File: src/rtl/kbd_entry_fifo.sv
// kbd_entry_fifo: synchronised, debounced keypad front-end that queues a data nibble
// on every ENTER press and serves the queue head to the processor's keyboard bus.
module kbd_entry_fifo #(
    parameter int DEB_CYCLES = 4,
    parameter int DEPTH      = 4
) (
    input  logic                     clk1,
    input  logic                     nMainClear,
    input  logic [3:0]               key_raw,
    input  logic                     enter_raw,
    input  logic                     kbd_rd,
    input  logic                     ovf_clr,
    output logic [3:0]               kbd_data,
    output logic                     kbd_valid,
    output logic                     kbd_full,
    output logic                     ovf,
    output logic [$clog2(DEPTH):0]   count
);
    localparam int AW = $clog2(DEPTH);
    localparam int CW = AW + 1;

    logic [4:0]    meta_q, sync_q, deb_q, deb_d;
    logic [7:0]    cnt_q [5];
    logic [7:0]    cnt_d [5];
    logic          enter_prev_q;
    logic [AW-1:0] wr_ptr_q, wr_ptr_d, rd_ptr_q, rd_ptr_d;
    logic [CW-1:0] count_q, count_d;
    logic          ovf_q, ovf_d;
    logic [3:0]    mem_q [DEPTH];
    logic          push, pop, push_acc;

    // Line 4 is ENTER, lines 3..0 are the data keys.
    always_comb begin
        for (int i = 0; i < 5; i++) begin
            cnt_d[i] = (sync_q[i] == deb_q[i] || cnt_q[i] == 8'(DEB_CYCLES - 1)) ? 8'd0 : cnt_q[i] + 8'd1;
            deb_d[i] = (sync_q[i] != deb_q[i] && cnt_q[i] == 8'(DEB_CYCLES - 1)) ? sync_q[i] : deb_q[i];
        end
    end

    // A full FIFO still accepts a press when the head is popped in the same cycle.
    always_comb begin
        push     = deb_q[4] & ~enter_prev_q;
        pop      = kbd_rd & kbd_valid;
        push_acc = push & (~kbd_full | pop);
        wr_ptr_d = push_acc ? wr_ptr_q + AW'(1) : wr_ptr_q;
        rd_ptr_d = pop ? rd_ptr_q + AW'(1) : rd_ptr_q;
        count_d  = count_q + CW'(push_acc) - CW'(pop);
        ovf_d    = (push & kbd_full & ~pop) | (ovf_q & ~ovf_clr);
    end

    assign kbd_valid = count_q != '0;
    assign kbd_full  = count_q == CW'(DEPTH);
    assign kbd_data  = kbd_valid ? mem_q[rd_ptr_q] : 4'h0;
    assign ovf       = ovf_q;
    assign count     = count_q;

    always_ff @(posedge clk1 or negedge nMainClear) begin
        if (!nMainClear) begin
            meta_q       <= '0;
            sync_q       <= '0;
            deb_q        <= '0;
            cnt_q        <= '{default: '0};
            enter_prev_q <= 1'b0;
            wr_ptr_q     <= '0;
            rd_ptr_q     <= '0;
            count_q      <= '0;
            ovf_q        <= 1'b0;
        end else begin
            meta_q       <= {enter_raw, key_raw};
            sync_q       <= meta_q;
            deb_q        <= deb_d;
            cnt_q        <= cnt_d;
            enter_prev_q <= deb_q[4];
            wr_ptr_q     <= wr_ptr_d;
            rd_ptr_q     <= rd_ptr_d;
            count_q      <= count_d;
            ovf_q        <= ovf_d;
        end
    end

    always_ff @(posedge clk1) begin
        if (push_acc) mem_q[wr_ptr_q] <= deb_q[3:0];
    end
endmodule

File: config.mk
export PLATFORM = sky130hd
export DESIGN_NAME = kbd_entry_fifo
export DESIGN_NICKNAME = d
export VERILOG_FILES = /design/src/rtl/kbd_entry_fifo.sv
export SDC_FILE = /design/constraint.sdc
export NUM_CORES = 1
export LEC_CHECK = 0
export CORE_ASPECT_RATIO = 1.4
export CORE_UTILIZATION = 63
export CTS_BUF_LIST = sky130_fd_sc_hd__clkbuf_8 sky130_fd_sc_hd__clkbuf_16
export DETAILED_ROUTE_END_ITERATION = 12
export PLACE_DENSITY = 0.83
export SLEW_MARGIN = 20
export SYNTH_ARGS = -nofsm -noshare
export SYNTH_HDL_FRONTEND = slang
export SYNTH_SLANG_ARGS = --single-unit
File: constraint.sdc
create_clock -name clk1 -period 5.9 [get_ports clk1]
set_input_delay 1.18 -clock clk1 [delete_from_list [all_inputs] [get_ports clk1]]
set_output_delay 1.18 -clock clk1 [all_outputs]
set_load 0.03 [all_outputs]
**Yosys cells after proc, flatten, opt, wreduce, memory -nomap -nowiden**

Memories as Yosys holds them, arrays and structs flattened.
Index checks and enable logic that the tools add are counted.

- Bits of input ports: 9
- Register bits: 64
- Output and inout port bits: 10
- Logic and storage cells: 74
- RAM bits: 16
- Memories kept: 1

Memory list:

| name | words | bits a word | rd ports | clocked after memory_dff | write ports | RTL line | RTL |
|---|---|---|---|---|---|---|---|
| mem_q | 4 | 4 | 1 | 0 | 1 | 29 | `logic [3:0] mem_q [DEPTH];` |

- Multiplexer cells: 8
- Equal/unequal tests: 16
- Bitwise operators: 12
- Reductions and logical operators: 11
- Add/subtract/negate cells: 9

Operators with widths:

| operator | count |
|---|---|
| adder 8 x 1 -> 8 bit, second input constant | 5 |
| equality test 8 x 2 -> 1 bit, second input constant | 5 |
| 2-to-1 mux 8 bit | 5 |
| AND 1 bit | 6 |
| equality test 1 bit | 5 |
| logical AND 1 bit | 5 |
| logical OR 1 bit | 5 |
| inequality test 1 bit | 5 |
| adder 2 x 1 -> 2 bit, second input constant | 2 |
| 2-to-1 mux 4 bit | 1 |
| NOT 1 bit | 4 |
| adder 3 x 1 -> 3 bit | 1 |
| equality test 3 bit, second input constant | 1 |
| nonzero test 3 bit | 1 |
| subtractor 3 x 1 -> 3 bit | 1 |
| 2-to-1 mux 1 bit | 2 |
| OR 1 bit | 2 |

**Longest topological paths before layout**

- Depth in word-level cells: 6
- Depth in mapped cells: 8
- Depth with buffers taken out: 7

**Least setup slack after synthesis**

Ideal clock, no wire load.

- Path type: input-to-reg
- From: input kbd_rd
- To: register count_q[2] (netlist: count[2])
- Path buffers: 0
- Slack: 2929 ps
- Setup time: 134 ps
- Cell stages on the path: 7
- Data arrival time: 2836 ps
- Required time: 5766 ps
- Cells stage by stage: or4b_1 > nor2b_4 > a21bo_1 > ha_1 > fa_1 > xor2_1 > xnor2_1

- Longest elaborated chain between the ends: 5

Ends and longest elaborated chain:

| element | RTL line | RTL |
|---|---|---|
| start: declaration | 11 | `input logic kbd_rd,` |
| AND 1 bit * | 43 | `pop = kbd_rd & kbd_valid;` |
| OR 1 bit | 44 | `push_acc = push & (~kbd_full \| pop);` |
| AND 1 bit | 44 |  |
| adder 3 x 1 -> 3 bit | 47 | `count_d = count_q + CW'(push_acc) - CW'(pop);` |
| subtractor 3 x 1 -> 3 bit * | 47 |  |
| named net count_d[2] | 27 | `logic [CW-1:0] count_q, count_d;` |
| end signal: assignment | 76 | `count_q <= count_d;` |
| end: declaration | 27 |  |

The timed path passes the listed nets; every way through them passes the cells marked *.
A chain may end at the register's enable or synchronous reset.

**Final worst setup path**

- From: register rd_ptr_q[0]
- To: output kbd_data[1]

- Longest elaborated chain between the ends: 2

Ends and longest elaborated chain:

| element | RTL line | RTL |
|---|---|---|
| start: declaration | 26 | `logic [AW-1:0] wr_ptr_q, wr_ptr_d, rd_ptr_q, rd_ptr_d;` |
| start signal: assignment | 75 | `rd_ptr_q <= rd_ptr_d;` |
| memory read (4 x 4 bit) | n/a |  |
| 2-to-1 mux 4 bit | 53 | `assign kbd_data = kbd_valid ? mem_q[rd_ptr_q] : 4'h0;` |
| end: declaration | 13 | `output logic [3:0] kbd_data,` |

Every way passes these cells.

==> results_dict.tcl <==
set metrics [dict create \
    num_io_pins 19 \
    dr_wl_met3_microns 203 \
    place_congestion 0.778 \
    grt_pass1_vias 2218 \
    status "completed" \
    detail_route.wirelength_mm 5.45 \
    seq_area_frac_synth_pct 59.2 \
    row_count 31 \
    drv_slew 0 \
    route.met2.wl_mm 2.91 \
    grt_max_degree 65 \
    end_kind "output pin" \
    setup_violations 0 \
    maxCapViolations 0 \
    cts_tree "yes" \
    cts_num_sinks 80 \
    start_util_pct 66.7 \
    wl_per_cell_microns 14.5 \
    grt_setup_unrepaired "no" \
    vias 2171 \
    dp.cells 360 \
    critPathTopFamily "buffers and inverters" \
    power_density_mw_per_mm2 439 \
    diodes 0 \
    maxSlewHeadroom_pct 48.4 \
    seq_area_sq_mm 0.00208 \
    cp.required_ps 4720 \
    grt_usage_pct 21.6 \
    worst_slew_pin_slew_ps 773 \
    cp.depth 3 \
    final.setup.tns_ps 0 \
    max_freq_mhz 296 \
    numCtsBuffers 9 \
    critPathMaxFanout 6 \
    avgSynthCellArea_sq_um 12.6 \
    hp-class "reg -> reg" \
    fin_crit_ps 3380 \
    postCtsResizedCells 0 \
    dr.first_iter.drc_count 117 \
    ys_ff_latch 80 \
    grt_pass1_wl_mm 9.40 \
    postRouteAntennaNets 0 \
    synth.net_count 300 \
    htree_num_levels 3 \
    top_layer_used "met4" \
    fill_cells 346 \
    syn_to_final_growth_pct 11.5 \
    hold_buffers 0 \
    clk_path_buf_depth 2 \
    critPathBufInv 1 \
    clk_pin_slew_ps 80 \
    die_w_microns 65.1 \
    synthCells 280 \
    routed_via_density 5.77 \
    slowest_delay_ps 580 \
    fin_util_pct 74.3 \
    fp.dieH_microns 90.4 \
    finalNetCount 325 \
    drt-met1-wl_mm 2.20 \
    finalHoldViolCount 0 \
    cts-root-buf "clkbuf_8" \
    crit_type "reg -> out" \
    cts_setup_buffers 0 \
    synth_cell_types 39 \
    reg2reg_depth 7 \
    cp.arrival_ps 2200 \
    dr.pass1.iters 4 \
    coreArea_sq_mm 0.00528 \
    min_path_cells 0 \
    portBuffers 18 \
    antenna_found_initial 0 \
    min-delay-start "meta_q[2]" \
    cp-start-kind "flip-flop" \
    fin_crit_sh_pct 57.2 \
    r2r-start "count[0]" \
    crit_slowest_cell "clkdlybuf4s50_1" \
    path_cells "mux4_2, and2_1, clkdlybuf4s50_1" \
    clkLatencyLatePin_ps 360 \
    place_hpwl_mm 3.76 \
    hold_ws_ps 347 \
    dieArea_sq_mm 0.00589 \
    multi_input_area_sq_mm 0.00135 \
    drc 0 \
    syn_area_sq_mm 0.00352 \
    power_uw 1720 \
    overflow 0 \
    fin_cells 376 \
    p_leak_uw 0.00162 \
    yosys_warnings 0 \
    skew_ps 8.86 \
    startpoint "rd_ptr_q[0]" \
    drive_above_1_share_pct 10.6 \
    ir_drop_uv 268 \
]
## power breakdown
part | total (uW) | internal (uW) | switching (uW)
Clock | 350 | 161 | 189
Combinational | 556 | 258 | 298
Sequential | 815 | 692 | 123
## cell usage in the layout (no fill, tap or decap), drive strengths merged, types with 10 or more instances in the layout
cell	synthesis	layout
dfrtp	64	64
or3	16	16
clkdlybuf4s50	0	17
xor2	14	14
edfxtp	16	16
inv	14	16
nor2	25	25
clkbuf	2	10
ha	10	10
a21oi	14	14
o21ai	16	16
xnor2	11	11
nand3	21	21
## state kept, by name, indices dropped and copies added, names as in the netlist
register,cells
deb_q,5
rd_ptr_q,2
count,3
ovf,1
mem_q,16
enter_prev_q,1
meta_q,5
wr_ptr_q,2
sync_q,5
cnt_q,40
## cells by family (layout without fill, tap and decap cells)
logic type	after synthesis	after routing	share of synthesized area [%]
compound gates	39	39	8.04
xor+xnor	25	25	6.23
fa+ha+maj	11	11	4.13
buf+inv	19	49	2.49
flops	80	80	59.2
mux	9	9	4.16
simple gates	97	97	15.8
## Yosys cell counts
library cell	n	area share, %
edfxtp_1	16	14
or3b_2	1	0.25
o41ai_4	3	2.3
nor3b_1	1	0.21
a21o_1	1	0.21
or4_1	1	0.21
xor2_1	14	3.5
a21bo_1	1	0.28
or4_4	1	0.32
nand2b_1	1	0.18
nor2_1	25	2.7
o31ai_1	1	0.21
nand2_1	8	0.85
buf_6	2	0.64
or4b_4	2	0.78
buf_2	1	0.14
dfrtp_1	64	46
inv_1	14	1.5
nand4_1	5	0.89
clkbuf_1	2	0.21
ha_1	10	3.6
o22ai_1	1	0.18
and2_1	8	1.4
or3_1	16	2.8
mux4_2	4	2.6
xnor2_1	11	2.7
o21ai_0	14	2.0
a21boi_1	1	0.21
nor4_2	3	1.1
mux2_1	5	1.6
nor3_1	1	0.14
o21ai_1	2	0.28
fa_1	1	0.57
a21oi_1	14	2.0
nand3_1	21	3.0
nor2b_4	1	0.39
o21bai_2	1	0.32
nor4b_1	1	0.25
or4b_1	1	0.28
## routing by layer
layer | global-route usage [%] | up-vias
li1 | - | 1042
met1 | 24.4 | 1058
met2 | 35.4 | 60
met3 | 5.43 | 11
met4 | 14.3 | 0
met5 | 0 | -
## through the flow
stage          area [sq um]  worst slack, ps
2_1_floorplan          3520             2930
3_3_place_gp           3750             2440
3_5_place_dp           3750             2390
4_1_cts                3920             2510
5_1_grt                3920             2470
6_report               3920             2520
## cell type report
cell class / instances / share of cell area (%)
clock buffers: 10 / 3.51
clock inverters: 6 / 0.894
inverters: 14 / 1.34
multi-input cells: 181 / 34.4
flip-flops and latches: 80 / 53.1
well taps: 66 / 2.11
repair buffers: 19 / 4.66
## final timing paths
path,to,slack (ps)
setup / recovery,kbd_data[1],2520
hold / removal,sync_q[2],350
hold reg to reg,sync_q[2],350
max in group asynchronous,cnt_q[15],4400
min in group asynchronous,cnt_q[35],990
setup reg to reg,count[2],3540
No activity file was read; power rests on OpenSTA's default activity.
